===== src/rtl/csrisc_pkg.sv =====
// Shared datapath constants and index-width helpers for the csrisc slice.
package csrisc_pkg;
   localparam int WORD_W    = 32;
   localparam int NSLOT_DEF = 8;

   // Index width for an n-entry bank, never narrower than one bit.
   function automatic int idx_w(input int n);
      return (n > 1) ? $clog2(n) : 1;
   endfunction

   typedef logic [$clog2(NSLOT_DEF)-1:0] slot_idx_t;
endpackage


===== src/rtl/alloc_gadget.sv =====
// One link of the allocation priority chain: picks this slot if it is free
// and no lower-index slot has already been taken.
module alloc_gadget (
   input  logic c_in,
   input  logic free,
   output logic c_out,
   output logic sel
);
   // Propagate the taken flag upward and select only the first free slot.
   always_comb begin
      c_out = c_in | free;
      sel   = free & ~c_in;
   end
endmodule


===== src/rtl/slot_scatter.sv =====
// Scatters an accepted word into the lowest-index empty slot of a small bank
// and holds it there until a consumer releases that slot.
//
// Handshake: a word transfers on a rising edge where in_valid && in_ready.
// in_ready depends only on registered state (and rst_n); a release in the
// same cycle does not raise it. While in_ready is low the producer must hold
// in_valid and in_data stable; nothing is taken.
module slot_scatter
   import csrisc_pkg::*;
#(
   parameter int NSLOT = 8,
   parameter int W     = WORD_W
) (
   input  logic                         clk,
   input  logic                         rst_n,
   input  logic                         in_valid,
   output logic                         in_ready,
   input  logic [W-1:0]                 in_data,
   input  logic [NSLOT-1:0]             rel,
   output logic [NSLOT-1:0]             slot_valid,
   output logic [NSLOT*W-1:0]           slot_data,
   output logic                         wr_fire,
   output logic [idx_w(NSLOT)-1:0]      wr_idx,
   output logic [$clog2(NSLOT+1)-1:0]   count,
   output logic                         full,
   output logic                         err_rel
);
   localparam int IW = idx_w(NSLOT);
   localparam int CW = $clog2(NSLOT+1);

   logic [NSLOT:0]   carry;
   logic [NSLOT-1:0] sel;
   logic [NSLOT-1:0] wr_mask;
   logic [NSLOT-1:0] rel_hit;
   logic             rel_miss;
   logic             accept;
   logic [IW-1:0]    enc_idx;
   logic [CW-1:0]    count_nxt;

   assign carry[0] = 1'b0;

   genvar gi;
   generate
      for (gi = 0; gi < NSLOT; gi++) begin : g_chain
         alloc_gadget u_gadget (
            .c_in  (carry[gi]),
            .free  (~slot_valid[gi]),
            .c_out (carry[gi+1]),
            .sel   (sel[gi])
         );
      end
   endgenerate

   // Ready and accept decision; carry[NSLOT] confirms a free slot exists.
   always_comb begin
      full     = (count == CW'(NSLOT));
      in_ready = rst_n && !full;
      accept   = in_valid && in_ready && carry[NSLOT];
      wr_mask  = accept ? sel : '0;
      rel_hit  = rel & slot_valid;
      rel_miss = |(rel & ~slot_valid);
   end

   // One-hot select to binary slot index.
   always_comb begin
      enc_idx = '0;
      for (int i = 0; i < NSLOT; i++) begin
         if (sel[i]) enc_idx = IW'(i);
      end
   end

   // Live-slot count: accepts add one, valid releases subtract.
   always_comb begin
      count_nxt = count + CW'(accept) - CW'($countones(rel_hit));
   end

   // Slot occupancy, write report, count and sticky release error.
   always_ff @(posedge clk or negedge rst_n) begin
      if (!rst_n) begin
         slot_valid <= '0;
         wr_fire    <= 1'b0;
         wr_idx     <= '0;
         count      <= '0;
         err_rel    <= 1'b0;
      end else begin
         slot_valid <= (slot_valid & ~rel_hit) | wr_mask;
         wr_fire    <= accept;
         if (accept) wr_idx <= enc_idx;
         count      <= count_nxt;
         if (rel_miss) err_rel <= 1'b1;
      end
   end

   // Slot payload storage; contents are kept after release.
   always_ff @(posedge clk or negedge rst_n) begin
      if (!rst_n) begin
         slot_data <= '0;
      end else begin
         for (int i = 0; i < NSLOT; i++) begin
            if (wr_mask[i]) slot_data[i*W +: W] <= in_data;
         end
      end
   end
endmodule


===== config.mk =====
export PLATFORM = sky130hd
export DESIGN_NAME = slot_scatter
export DESIGN_NICKNAME = d
export VERILOG_FILES = /design/src/rtl/csrisc_pkg.sv /design/src/rtl/alloc_gadget.sv /design/src/rtl/slot_scatter.sv
export SDC_FILE = /design/constraint.sdc
export NUM_CORES = 1
export LEC_CHECK = 0
export CORE_MARGIN = 10
export CORE_UTILIZATION = 51
export DETAILED_ROUTE_END_ITERATION = 7
export GPL_TIMING_DRIVEN = 0
export PLACE_DENSITY = 0.84
export SLEW_MARGIN = 20
export SYNTH_ARGS = -nofsm -noshare
export SYNTH_HDL_FRONTEND = slang
export SYNTH_HIERARCHICAL = 1
export SYNTH_SLANG_ARGS = --single-unit

===== constraint.sdc =====
create_clock -name clk -period 10.4 [get_ports clk]
set_clock_uncertainty 0.1 [all_clocks]
set_input_delay 2.6 -clock clk [delete_from_list [all_inputs] [get_ports clk]]
set_output_delay 2.6 -clock clk [all_outputs]
set_load 0.02 [all_outputs]

==> results of run 1 <==
-- power groups by stage --
stage	logic, mW	registers, mW	clock network (mW)
6_report	0.655	1.25	1.01
5_1_grt	0.692	1.26	1.07
4_1_cts	0.665	1.25	1.03
3_5_place_dp	0.659	1.26	0
3_3_place_gp	0.646	1.26	0
2_1_floorplan	0.148	1.41	0
-- synth_stat cells, types with 2 or more instances --
| cell type | instances |
|---|---|
| and2_1 | 6 |
| buf_12 | 4 |
| buf_2 | 3 |
| buf_6 | 21 |
| dfrtp_1 | 273 |
| fa_1 | 6 |
| ha_1 | 7 |
| inv_1 | 19 |
| mux2_2 | 228 |
| mux2_4 | 30 |
| nand2_1 | 4 |
| nand4_1 | 9 |
| nor2_1 | 11 |
| nor2b_1 | 11 |
| o22ai_1 | 8 |
| or2_1 | 8 |
| xnor2_1 | 2 |
-- worst max-delay path: cells and delay by family --
family                 cells  cell delay (ns)
buffers and inverters      3             1.42
and+or+nand+nor            1             0.15
-- sequential cells by signal, indices dropped and copies added (netlist names) --
register    flops
wr_fire         1
slot_valid      8
count           4
slot_data     256
err_rel         1
wr_idx          3
-- path summary, 6_finish.rpt --
kind / startpoint / end / slack [ns] / cells after the start
max in group asynchronous: rst_n / slot_data[249] / 7.28 / 2
min: slot_data[167] / slot_data[167] / 0.40 / 1
min in group asynchronous: rst_n / count[0] / 1.99 / 1
min reg2reg: slot_data[167] / slot_data[167] / 0.40 / 1
max: rst_n / in_ready / 3.51 / 4
max reg2reg: slot_valid[0] / slot_data[233] / 6.54 / 13
-- layout make-up --
| type | instances | area share [%] |
|---|---|---|
| Clock buffer | 45 | 5.552 |
| Tap cell | 275 | 2.232 |
| Inverter | 20 | 0.5195 |
| Sequential cell | 273 | 44.32 |
| Timing Repair Buffer | 318 | 20.91 |
| Clock inverter | 5 | 0.4870 |
| Multi-Input combinational cell | 344 | 23.83 |
| Buffer | 28 | 2.151 |
-- cell usage in the layout, fill, tap and decap left out, types with 11 or more instances in the layout --
cell	synthesis	routed
clkdlybuf4s50_1	0	315
dfrtp_1	273	273
mux2_2	228	228
mux2_4	30	30
clkbuf_16	0	29
buf_6	21	21
inv_1	19	19
nor2_1	11	11
nor2b_1	11	11
-- metal layers --
layer / global-route usage, % / vias up / part of all wire, %
li1: - / 3031 / -
met1: 26.76 / 3571 / 40
met2: 36.59 / 291 / 48
met3: 8.732 / 41 / 10
met4: 4.429 / 0 / 1.8
met5: 0 / - / 0
-- per-stage QoR --
stage,instance area [um2],utilization (%),worst slack (ns),hold slack [ns],power (mW)
floorplan,10920,-,4.706,0.4743,1.555
global placement,14420,68.62,-6.422,0.3577,1.905
detailed placement,14480,68.90,3.457,0.3862,1.923
CTS,15410,73.33,3.455,0.4075,2.939
global route,15410,73.33,3.359,0.4139,3.024
finish,15410,73.33,3.508,0.4029,2.913
-- cells by family (layout without fill, tap and decap cells) --
logic type	after synthesis	after routing	synth area share (%)
AO/OA/AOI/OAI	15	15	0.9975
XOR/XNOR	3	3	0.2408
adder cells (fa/ha/maj)	13	13	1.903
buffers and inverters	48	416	3.772
flip-flops	273	273	62.60
multiplexers	258	258	27.65
other	1	2	0.03436
AND/OR/NAND/NOR	53	53	2.797
==> impl_metrics.tcl, run 1 <==
set metrics [dict create \
    root_buffer "clkbuf_16" \
    p_leak_nw 7.120 \
    place_inst 1258 \
    async_reset_ff_share_pct 100.0 \
    cts_setup_buffers 0 \
    wl_um 31360 \
    p_int_mw 2.110 \
    fin_crit_ns 6.892 \
    synth_seq_cells 273 \
    path_max_fanout 86 \
    holdBufCountCts 0 \
    syn_area_um2 10910 \
    grt_antenna_before_repair 0 \
    path_clk_slew_ns 0.06 \
    ant_nets 0 \
    tns_ns 0 \
    switchingPower_uw 803.0 \
    drive_gt1_share_pct 32.24 \
    required_ns 7.70 \
    post_cts_resized 0 \
    seqPwrFrac_pct 42.9 \
    cts_inserted_buffers 28 \
    multi_input_area_um2 3674 \
    wl_per_cell_um 23.97 \
    startpoint_type "input port" \
    crit_slowest_cell "clkdlybuf4s50_1" \
    rows 53 \
    io_buffers 316 \
    synth_top_area_cell "dfrtp_1" \
    fillers 1327 \
    cp-end-kind "output port" \
    core_um2 21020 \
    status "finished clean" \
    clockPowerShare_pct 34.7 \
    overflow 0 \
    path_cells "buf_8 > buf_2 > and2_1 > clkdlybuf4s50_1" \
    swShare_pct 27.57 \
    routabilityCongestion 0.8861 \
    viasPerCell 5.301 \
    tightest_slew_ns 0.7474 \
    grt_pass1_vias 7570 \
    grt.total_usage_pct 22.05 \
    vdd_ir_drop_max_v 0.0001691 \
    firstDrtPassIters 4 \
    drc 0 \
    cap_violations 0 \
    io_pins 318 \
    crit_path_max_incr_delay_ns 0.61 \
    n_antenna_cell 0 \
    p_comb_share_pct 22.5 \
    die_y_um 166.3 \
    htreeDepth 1 \
    worstSkewPairLatency_ns 0.53 \
    synth_ff_type "dfrtp_1" \
    initial_core_util_pct 51.91 \
    synthCells 664 \
    ys_warn_count 6 \
    clockBufferDepth 3 \
    setup_viol 0 \
    drt-initial-drc-count 346 \
    ys_types 31 \
    syn_to_final_growth_pct 41.25 \
    yosys-top-cells-area "dfrtp_1, mux2_2, mux2_4" \
    finalHoldViolCount 0 \
    num_vias 6934 \
    seqCellArea_um2 6832 \
    drv_slew 0 \
    slew_headroom_pct 49.99 \
    rsz0062_at_grt "false" \
    synth_top_area_share_pct 62.60 \
    hpwl_um 21940 \
    avgSynthCellArea_um2 16.44 \
    min_period_over_period_pct 66.27 \
    min_path_type "reg -> reg" \
    power.density_nw_per_um2 189.0 \
    layout.nets 1069 \
    crit_type "in -> out" \
    grt_pass1_wl_um 48310 \
    synth_edf_count 0 \
    layout.cells.non_filler 1308 \
    seq_area_frac_synth_pct 62.60 \
    die_w_um 166.3 \
    grt_max_degree 102 \
    fmax_mhz 145.1 \
    clock_sinks 273 \
    die-area_um2 27650 \
    cts_tree "built" \
    critPathArrivalTime_ns 4.19 \
]
Power figures use the tool's default switching activity.
==> inputs of run 2 (changes only) <==
--- a/config.mk
+++ b/config.mk
@@ -6,10 +6,10 @@
 export NUM_CORES = 1
 export LEC_CHECK = 0
 export CORE_MARGIN = 10
-export CORE_UTILIZATION = 51
+export CORE_UTILIZATION = 43
 export DETAILED_ROUTE_END_ITERATION = 7
 export GPL_TIMING_DRIVEN = 0
-export PLACE_DENSITY = 0.84
+export PLACE_DENSITY = 0.76
 export SLEW_MARGIN = 20
 export SYNTH_ARGS = -nofsm -noshare
 export SYNTH_HDL_FRONTEND = slang
==> constraint.sdc (replaced) <==
create_clock -name clk -period 5.63 [get_ports clk]
set_clock_uncertainty 0.1 [all_clocks]
set_input_delay 1.4075 -clock clk [delete_from_list [all_inputs] [get_ports clk]]
set_output_delay 1.4075 -clock clk [all_outputs]
set_load 0.02 [all_outputs]
==> run 2 against run 1 <==
  * Critical path depth increased by 1
  * Via count shrank 1.7%
  * Core utilization is 11 points lower
  * Routed wire length down 1.1%
  * Power increased by 86%
  * Critical path type unchanged
  * Sequential cell count unchanged
  * Worst hold slack worse by 0.00055 ns
  * Count of clock-buffer cells in the layout fell by 9
  * Combinational power up 83%
  * Highest routed layer unchanged
==> impl_metrics.tcl, run 2 (synthesis results as in run 1) <==
set metrics [dict create \
    r2r_slack_ns 1.76 \
    fin_crit_ns 4.728 \
    hold_depth 1 \
    htreeDepth 1 \
    cp-end-kind "output port" \
    syn_to_final_growth_pct 42.47 \
    grt_pass1_vias 7293 \
    startpoint "rst_n" \
    core_um2 25110 \
    grt_pass1_wl_um 45930 \
    critPathArrivalTime_ns 3.22 \
    startpoint_type "input port" \
    crit_path_end "in_ready" \
    cts_setup_buffers 0 \
    vdd_ir_drop_max_v 0.0002968 \
    holdBufCountCts 0 \
    r2r_end "slot_data[232]" \
    layout.nets 1071 \
    regMostFlops "slot_data" \
    overflow 0 \
    rsz0062_at_grt "false" \
    clockPowerShare_pct 35.5 \
    power.density_nw_per_um2 348.5 \
    finalHoldViolCount 0 \
    mostFrequentLayoutCells "clkdlybuf4s50_1, dfrtp_1, mux2_2" \
    status "finished clean" \
    wl_um 31010 \
    switchingPower_mw 1.499 \
    min_path_type "reg -> reg" \
    crit_type "in -> out" \
    drc 0 \
    num_vias 6819 \
    grt_max_degree 91 \
    die_w_um 179.3 \
    fmax_mhz 211.5 \
    cap_violations 0 \
    cts_tree "built" \
    io_pins 318 \
    drt-initial-drc-count 362 \
    p_int_mw 3.920 \
    reg2reg_depth 13 \
    r2r-start "slot_valid[0]" \
    wl_per_cell_um 22.70 \
    grt_antenna_before_repair 0 \
    post_cts_resized 0 \
    worstSkewPairLatency_ns 0.54 \
    top_regs "slot_data (256), slot_valid (8), count (4)" \
    rows 58 \
    layout_commonest_cell "clkdlybuf4s50_1" \
    path_clk_slew_ns 0.06 \
    setup_viol 0 \
    p_comb_share_pct 22.1 \
    die_y_um 179.3 \
    clock_sinks 273 \
    required_ns 4.12 \
    final_util_pct 61.92 \
    swShare_pct 27.66 \
    min_period_over_period_pct 83.97 \
    firstDrtPassIters 4 \
    drive_gt1_share_pct 33.11 \
    ant_nets 0 \
    largest_register_ffs 256 \
    cts_inserted_buffers 29 \
    seqPwrFrac_pct 42.4 \
    slew_headroom_pct 51.20 \
    drv_slew 0 \
    io_buffers 316 \
    root_buffer "clkbuf_16" \
    p_leak_nw 7.161 \
    clockBufferDepth 3 \
    die-area_um2 32150 \
    n_antenna_cell 0 \
    hpwl_um 22090 \
    tns_ns 0 \
    grt.total_usage_pct 18.56 \
    routabilityCongestion 0.8083 \
    initial_core_util_pct 43.46 \
    path_max_fanout 90 \
    tightest_slew_ns 0.7293 \
    viasPerCell 4.992 \
]
## run 2: final cells by class
cell class / count / area [um2]
buffer: 28 / 331.6
clock buffer: 36 / 802.0
clock inverter: 16 / 165.2
fill: 1935 / 9562
inverter: 20 / 80.08
multi-input combinational: 344 / 3674
sequential: 273 / 6832
tap: 330 / 412.9
timing repair buffer: 319 / 3251
## run 2: how the worst min path moves through the flow
stage,start,end,slack (ns)
after floorplan,err_rel,err_rel,0.47
after global placement,err_rel,err_rel,0.38
after detailed placement,slot_data[221],slot_data[221],0.39
after CTS,slot_data[183],slot_data[183],0.41
after global routing,slot_data[152],slot_data[152],0.41
final,slot_data[131],slot_data[131],0.40
## run 2: metrics by stage
stage / power, mW / setup slack (ns) / cell area (um2) / hold slack (ns) / cells
after detailed placement: 3.549 / 0.6810 / 14580 / 0.3932 / 1314
after global placement: 3.521 / -8.998 / 14490 / 0.3773 / 1311
after CTS: 5.487 / 0.8331 / 15550 / 0.4076 / 1366
after global routing: 5.650 / 0.7270 / 15550 / 0.4129 / 1366
after floorplan: 2.872 / 1.352 / 10920 / 0.4743 / 665
final: 5.418 / 0.9023 / 15550 / 0.4024 / 1366
## run 2: metal layers
layer,track usage [%],vias up,part of all wire [%]
met2,31.01,225,48
li1,-,3035,-
met4,5.432,0,2.5
met5,0,-,0
met1,22.55,3512,40
met3,6.024,47,8.8
## run 2: power groups by stage
stage / logic, mW / registers [mW] / clock network [mW]
after floorplan: 0.274 / 2.60 / 0
after global placement: 1.19 / 2.33 / 0
after detailed placement: 1.22 / 2.33 / 0
after CTS: 1.22 / 2.30 / 1.97
after global routing: 1.27 / 2.33 / 2.05
final: 1.20 / 2.30 / 1.92
## run 2: critical path, stage by stage
cell,delay (ns)
buf_8,0.31
buf_16,0.39
buf_2,0.29
and2_1,0.16
clkdlybuf4s50_1,0.60
